--- config.mk ---
export PLATFORM = sky130hd
export DESIGN_NAME = seq_digit_multiplier
export DESIGN_NICKNAME = d
export VERILOG_FILES = /design/src/rtl/seq_digit_multiplier.sv
export SDC_FILE = /design/constraint.sdc
export NUM_CORES = 1
export LEC_CHECK = 0
export CAP_MARGIN = 20
export CORE_MARGIN = 2
export CORE_UTILIZATION = 60
export CTS_BUF_LIST = sky130_fd_sc_hd__clkbuf_8
export CTS_CLUSTER_SIZE = 24
export DETAILED_ROUTE_END_ITERATION = 12
export MAX_ROUTING_LAYER = met4
export PLACE_DENSITY = 0.94
export SLEW_MARGIN = 10
export SYNTH_ARGS = -nofsm -noshare
export SYNTH_HDL_FRONTEND = slang
export SYNTH_SLANG_ARGS = --single-unit
--- constraint.sdc ---
create_clock -name clk -period 9.7 [get_ports clk]
set_input_delay 1.94 -clock clk [delete_from_list [all_inputs] [get_ports clk]]
set_output_delay 1.94 -clock clk [all_outputs]
set_load 0.01 [all_outputs]
--- src/rtl/seq_digit_multiplier.sv ---
// Sequential WIDTH x WIDTH multiplier: one DIGIT x DIGIT partial product per clock,
// with optional two's-complement operation and a busy/done handshake.
module seq_digit_multiplier #(
  parameter int WIDTH = 8,
  parameter int DIGIT = 4
) (
  input  logic                 clk,
  input  logic                 reset_a,
  input  logic                 start,
  input  logic                 signed_mode,
  input  logic [WIDTH-1:0]     dataa,
  input  logic [WIDTH-1:0]     datab,
  output logic                 busy,
  output logic                 done_flag,
  output logic [2*WIDTH-1:0]   product,
  output logic [1:0]           state_out
);

  localparam int D  = WIDTH / DIGIT;
  localparam int CW = (D > 1) ? $clog2(D) : 1;
  localparam logic [CW-1:0] LAST = CW'(D - 1);

  generate
    if ((WIDTH % DIGIT) != 0 || WIDTH < DIGIT) begin : g_param_check
      $error("seq_digit_multiplier: WIDTH must be a non-zero multiple of DIGIT");
    end
  endgenerate

  typedef enum logic [1:0] {
    S_IDLE = 2'd0,
    S_CALC = 2'd1,
    S_SIGN = 2'd2,
    S_DONE = 2'd3
  } state_t;

  // Magnitude of an operand; the most negative value maps onto its unsigned twin.
  function automatic logic [WIDTH-1:0] magnitude(input logic [WIDTH-1:0] v,
                                                 input logic             is_signed);
    if (is_signed && v[WIDTH-1]) begin
      return ~v + WIDTH'(1'b1);
    end else begin
      return v;
    end
  endfunction

  state_t                 state_q, state_d;
  logic [WIDTH-1:0]       a_q, a_d, b_q, b_d;
  logic                   neg_q, neg_d;
  logic [2*WIDTH-1:0]     acc_q, acc_d;
  logic [CW-1:0]          i_q, i_d, j_q, j_d;
  logic [2*WIDTH-1:0]     product_q, product_d;
  logic                   busy_q, busy_d;
  logic                   done_q, done_d;

  logic [DIGIT-1:0]       a_sl_s, b_sl_s;
  logic [2*WIDTH-1:0]     pp_s;

  assign a_sl_s = a_q[int'(i_q) * DIGIT +: DIGIT];
  assign b_sl_s = b_q[int'(j_q) * DIGIT +: DIGIT];
  assign pp_s   = ((2*WIDTH)'(a_sl_s) * (2*WIDTH)'(b_sl_s)) << ((int'(i_q) + int'(j_q)) * DIGIT);

  // State and datapath registers.
  always_ff @(posedge clk or negedge reset_a) begin
    if (!reset_a) begin
      state_q   <= S_IDLE;
      a_q       <= '0;
      b_q       <= '0;
      neg_q     <= 1'b0;
      acc_q     <= '0;
      i_q       <= '0;
      j_q       <= '0;
      product_q <= '0;
      busy_q    <= 1'b0;
      done_q    <= 1'b0;
    end else begin
      state_q   <= state_d;
      a_q       <= a_d;
      b_q       <= b_d;
      neg_q     <= neg_d;
      acc_q     <= acc_d;
      i_q       <= i_d;
      j_q       <= j_d;
      product_q <= product_d;
      busy_q    <= busy_d;
      done_q    <= done_d;
    end
  end

  // Next-state and datapath update.
  always_comb begin
    state_d   = state_q;
    a_d       = a_q;
    b_d       = b_q;
    neg_d     = neg_q;
    acc_d     = acc_q;
    i_d       = i_q;
    j_d       = j_q;
    product_d = product_q;

    case (state_q)
      S_IDLE: begin
        if (start) begin
          a_d     = magnitude(dataa, signed_mode);
          b_d     = magnitude(datab, signed_mode);
          neg_d   = signed_mode & (dataa[WIDTH-1] ^ datab[WIDTH-1]);
          acc_d   = '0;
          i_d     = '0;
          j_d     = '0;
          state_d = S_CALC;
        end else begin
          state_d = S_IDLE;
        end
      end
      S_CALC: begin
        acc_d = acc_q + pp_s;
        if (j_q == LAST) begin
          j_d = '0;
          if (i_q == LAST) begin
            state_d = S_SIGN;
          end else begin
            i_d = i_q + CW'(1'b1);
          end
        end else begin
          j_d = j_q + CW'(1'b1);
        end
      end
      S_SIGN: begin
        // A zero magnitude negates to zero, so a zero operand always yields +0.
        product_d = neg_q ? (~acc_q + (2*WIDTH)'(1'b1)) : acc_q;
        state_d   = S_DONE;
      end
      S_DONE: begin
        state_d = S_IDLE;
      end
      default: begin
        state_d = S_IDLE;
      end
    endcase

    busy_d = (state_d != S_IDLE);
    done_d = (state_d == S_DONE);
  end

  assign busy      = busy_q;
  assign done_flag = done_q;
  assign product   = product_q;
  assign state_out = state_q;

endmodule

* Yosys cells after proc, flatten, opt, wreduce, memory -nomap -nowiden
Index checks and enable logic that the tools add are counted.
** Word-level totals
- Flip-flop bits (word level) :: 55
- Bits of input ports :: 20
- Word-level logic and storage cells :: 55
** Operators by class
- $add $sub $neg :: 7
- Multipliers :: 1
- Eq/ne operators :: 6
- Shift operators :: 3
- Muxes and demuxes :: 15
- Bitwise operators :: 5
- Reductions and logical operators :: 8
** Operator list (count)
- 16-bit 2-to-1 mux :: 2
- 16-bit one-hot mux with 2 select lines :: 1
- 16-bit by 1-bit adder with 16-bit output (second input constant) :: 1
- 16-bit adder :: 1
- 8-bit by 1-bit adder with 8-bit output (second input constant) :: 2
- 8-bit 2-to-1 mux :: 2
- 16-bit NOT :: 1
- 8-bit NOT :: 2
- 8-bit by 4-bit variable part select with 4-bit output :: 2
- 8-bit by 4-bit << shifter with 16-bit output :: 1
- 4-bit by 4-bit multiplier with 8-bit output :: 1
- 2-bit one-hot mux with 4 select lines :: 1
- 2-bit == test (second input constant) :: 3
- 1-bit 2-to-1 mux :: 5
- 2-bit 2-to-1 mux :: 2
- 2-bit inequality test (second input constant) :: 2
- 1-bit one-hot mux with 2 select lines :: 2
- 2-bit AND reduction :: 2
- 2-bit nonzero test :: 2
- 3-bit AND reduction :: 1
- 1-bit adder (second input constant) :: 2
- 1-bit by 1-bit adder with 2-bit output :: 1
- 2-bit by 1-bit == test with 1-bit output (second input constant) :: 1
- 1-bit logical AND :: 2
- 3 further kinds :: 3

* Depth between registers and ports, before layout
- Depth after elaboration :: 5
- Depth in mapped cells :: 22
- Depth with buffers taken out :: 21

* Least setup slack after synthesis
No wires, ideal clock.
- Kind :: register to register
- Start point :: register j_q
- End point :: register acc_q[12]
- Library setup time :: 121 ps
- Data arrival time :: 4901 ps
- Required time :: 9579 ps
- Setup slack :: 4678 ps
- Cell stages (with the launch flop) :: 22
- Path buffers :: 1
- Cells stage by stage :: dfrtp_1 -> clkbuf_1 -> mux2i_1 -> or2_2 -> fa_1 -> inv_1 -> fa_1 -> ha_1 -> a211oi_1 -> nor2_1 -> o21a_1 -> nor2_1 -> xor2_1 -> mux2_2 -> nor2_1 -> ha_1 -> or4_1 -> o22ai_1 -> o21ai_0 -> a21oi_1 -> xnor2_1 -> a22o_1
** On the way
- Cells in the longest elaborated chain, start to end :: 5
- Elaborated cells between the ends (all ways) :: 6
** RTL lines
- start: declaration :: line 50 : logic [CW-1:0] i_q, i_d, j_q, j_d;
- start signal: assignment :: line 82 : j_q <= j_d;
- 8-bit by 4-bit variable part select with 4-bit output :: line 59 : assign b_sl_s = b_q[int'(j_q) * DIGIT +: DIGIT];
- 4-bit by 4-bit multiplier with 8-bit output :: line 60 : assign pp_s = ((2*WIDTH)'(a_sl_s) * (2*WIDTH)'(b_sl_s)) << ((int'(i_q) + int'(j_q)) * DIGIT);
- 8-bit by 4-bit << shifter with 16-bit output * :: line 60
- 16-bit adder * :: line 115 : acc_d = acc_q + pp_s;
- 16-bit one-hot mux with 2 select lines * :: line 100 : case (state_q)
- end signal: assignment :: line 69 : acc_q <= '0;
- end signal: assignment :: line 80 : acc_q <= acc_d;
- end: declaration :: line 49 : logic [2*WIDTH-1:0] acc_q, acc_d;
Mark *: on every way between the ends. The rest lies on a longest branch, timed or not.
A chain may end at the register's enable or synchronous reset.

* Worst setup path in the final report
Same ends and word-level chain as after synthesis.

==> results.toml <==
[outcome]
status = "finished clean"

[power_and_ir_drop]
fin_total_pwr_mw = 1.55
ir_worst_vdd_uv = 182
sw_frac_of_total_pct = 46.2
pwr-share-comb_pct = 63.7
seqPwrFrac_pct = 26.7
internal-power_mw = 0.834
power-per-cell-area_mw_per_mm2 = 344
power.switching_mw = 0.716
pwr-share-clk_pct = 9.6
p_leak_nw = 2.04

[worst_setup_path]
cp-start-kind = "flip-flop"
cp-end-kind = "flip-flop"
critPathArrivalTime_ns = 5.64
cp_data_required_time_ns = 9.90
crit_fanout = 9
critPathKind = "flip-flop to flip-flop"

[detailed_routing]
finalWirelength_mm = 8.25
drc = 0
dr_total_vias = 3294
drtPass1Iterations = 7
avgViaCountPerCell = 5.88
ant_nets = 0
drtIter0Drc = 217
routedWlPerCell_um = 14.7

[final_layout]
nets = 539
area_delta_synth_final_pct = 13.7
drive_gt1_share_pct = 4.35
diodes = 0

[sta]
finalCritPeriodShare_pct = 56.0
fin_tns_setup_ns = 0
layout_min_cycle_time_ns = 5.43
worst_slew_pin_slew_ns = 0.815
fin_skew_ns = 0.0100
rsz0062_at_grt = "false"
hold_viol_final = 0
maxSlewViolCount = 0
slew_headroom_pct = 45.5
setup_viol = 0
max_freq_mhz = 184

[logic_synthesis]
synth.area.top_cells = "dfrtp_1, ha_1, o21ai_0"
ys_ff_latch = 55
yosysSeqAreaShare_pct = 34.7
synth_edf_count = 0
yosys_warnings = 0
avgSynthCellArea_um2 = 8.75
yosys.area.top_type_share_pct = 34.7
synthFlopType = "dfrtp_1"
synth_largest_area_cell = "dfrtp_1"
syn_inst = 453
synth.distinct_cells = 44
synth_area_mm2 = 0.00397
synth-async-reset-ratio_pct = 100
syn_nets = 509

[global_route]
grt_max_degree = 56
grt_overflow = 0
grt_pass1_wl_mm = 14.7
grt_pass1_vias = 3390
antenna_found_initial = 0
track_usage_pct = 25.3

[clock_tree]
cts_setup_buffers = 0
post_cts_resized = 0
clock_path_buffers = 2
h-tree-depth = 2
cts-root-buf = "clkbuf_8"
hold_buffers = 0
path_clk_slew_ns = 0.10
cts_sinks = 55
insertion_delay_ns = 0.31
cts_made_buffers = 5
cts_tree = "done"

[die]
fp.coreArea_mm2 = 0.00639
rows = 29
dieArea_mm2 = 0.00727
initial_utilization_pct = 62.1
dieWidth_um = 85.3
die_h_um = 85.3
boundaryPins = 40

[placed_design]
port_buffers = 39
dpl.hpwl_mm = 6.45
place.gp.congestion = 0.904

[flow_run]
cap_viol_max_count = 0

[hold_path]
min_path_type = "flip-flop to flip-flop"
[cells by family (layout without fill, tap and decap cells)]
| logic type | count (synthesis) | count (layout) | share of synthesized area (%) |
|---|---|---|---|
| AO/OA/AOI/OAI | 116 | 116 | 18.0 |
| XOR/XNOR | 41 | 41 | 9.06 |
| adder cells (fa/ha/maj) | 36 | 36 | 12.3 |
| buffers and inverters | 38 | 68 | 3.60 |
| flip-flops | 55 | 55 | 34.7 |
| multiplexers | 16 | 16 | 4.10 |
| AND/OR/NAND/NOR | 151 | 151 | 18.2 |
[worst paths after layout]
| check | startpoint | end | slack, ns | cells after the start |
|---|---|---|---|---|
| min in group asynchronous | reset_a | product[2] | 1.74 | 2 |
| setup reg to reg | j_q | acc_q[12] | 4.27 | 20 |
| max in group asynchronous | reset_a | product[13] | 7.52 | 2 |
| setup / recovery | j_q | acc_q[12] | 4.27 | 20 |
| hold reg to reg | a_q[6] | a_q[6] | 0.49 | 2 |
| hold / removal | a_q[6] | a_q[6] | 0.49 | 2 |
[power by group through the flow]
stage / logic (mW) / clock network [mW] / registers (mW)
floorplan: 0.726 / 0 / 0.401
global placement: 0.925 / 0 / 0.414
detailed placement: 0.967 / 0 / 0.420
CTS: 0.977 / 0.147 / 0.415
global route: 1.11 / 0.158 / 0.430
finish: 0.987 / 0.149 / 0.414
[state kept, by name, indices dropped and copies added (netlist names)]
name,flops
neg_q,1
state_out,2
j_q,1
busy,1
done_flag,1
b_q,8
i_q,1
a_q,8
product,16
acc_q,16
[routing by layer]
| metal | wire length (um) | global-route usage (%) |
|---|---|---|
| met3 | 330 | 3.89 |
| met5 | 0 | - |
| met1 | 3380 | 27.7 |
| met2 | 4410 | 47.7 |
| met4 | 126 | 5.77 |
[layout make-up]
cell class                      count  area [um2]
Fill cell                         478        1880
Clock inverter                      2        33.8
Sequential cell                    55        1380
Multi-Input combinational cell    360        2450
Clock buffer                        5        68.8
Timing Repair Buffer               42         415
Tap cell                           77        96.3
Inverter                           19        71.3
[critical path, cell delays in order, from the launching register on]
cell,delay (ns)
dfrtp_1,0.55
mux2i_1,0.19
or2_2,0.35
fa_1,0.54
inv_1,0.05
fa_1,0.49
ha_1,0.32
a211oi_1,0.25
nor2_1,0.12
o21a_1,0.18
nor2_1,0.11
xor2_1,0.21
mux2_2,0.18
nor2_1,0.04
ha_1,0.25
or4_1,0.53
o22ai_1,0.26
o21ai_0,0.14
a21oi_1,0.25
xnor2_1,0.12
a22o_1,0.18
[Yosys cell counts (4+ instances only)]
library cell,count
nand2_1,65
dfrtp_1,55
o21ai_0,54
nor2_1,32
ha_1,31
xor2_1,22
clkbuf_1,19
xnor2_1,19
inv_1,18
a21oi_1,15
mux2i_1,14
nand3_1,10
a22o_1,9
nor2b_1,8
o31ai_1,7
nand2b_1,6
nor3_1,6
fa_1,5
nor3b_1,5
o21a_1,5
or3_1,5
a211oi_1,4
o211ai_1,4
or2_2,4
[cells in the final DEF, fill, tap and decap left out, types with 3 or more instances in the layout]
master / instances
a211oi_1: 4
a21o_1: 3
a21oi_1: 15
a22o_1: 9
clkbuf_8: 5
clkdlybuf4s50_1: 38
dfrtp_1: 55
fa_1: 5
ha_1: 31
inv_1: 19
mux2i_1: 14
nand2_1: 65
nand2b_1: 6
nand3_1: 10
nor2_1: 32
nor2b_1: 8
nor3_1: 6
nor3b_1: 5
o211ai_1: 4
o21a_1: 5
o21ai_0: 54
o21bai_1: 3
o22ai_1: 3
o31ai_1: 7
or2_2: 4
or3_1: 5
xnor2_1: 19
xor2_1: 22
[stage by stage]
stage	cells	area (um2)	worst slack, ns	hold slack, ns	util [%]
floorplan	453	3970	4.68	0.446	-
global placement	552	4390	4.63	0.460	68.8
detailed placement	552	4390	4.45	0.467	68.8
CTS	559	4490	4.34	0.489	70.4
global route	560	4510	4.01	0.521	70.6
finish	560	4510	4.27	0.487	70.6
Power figures use the tool's default switching activity.
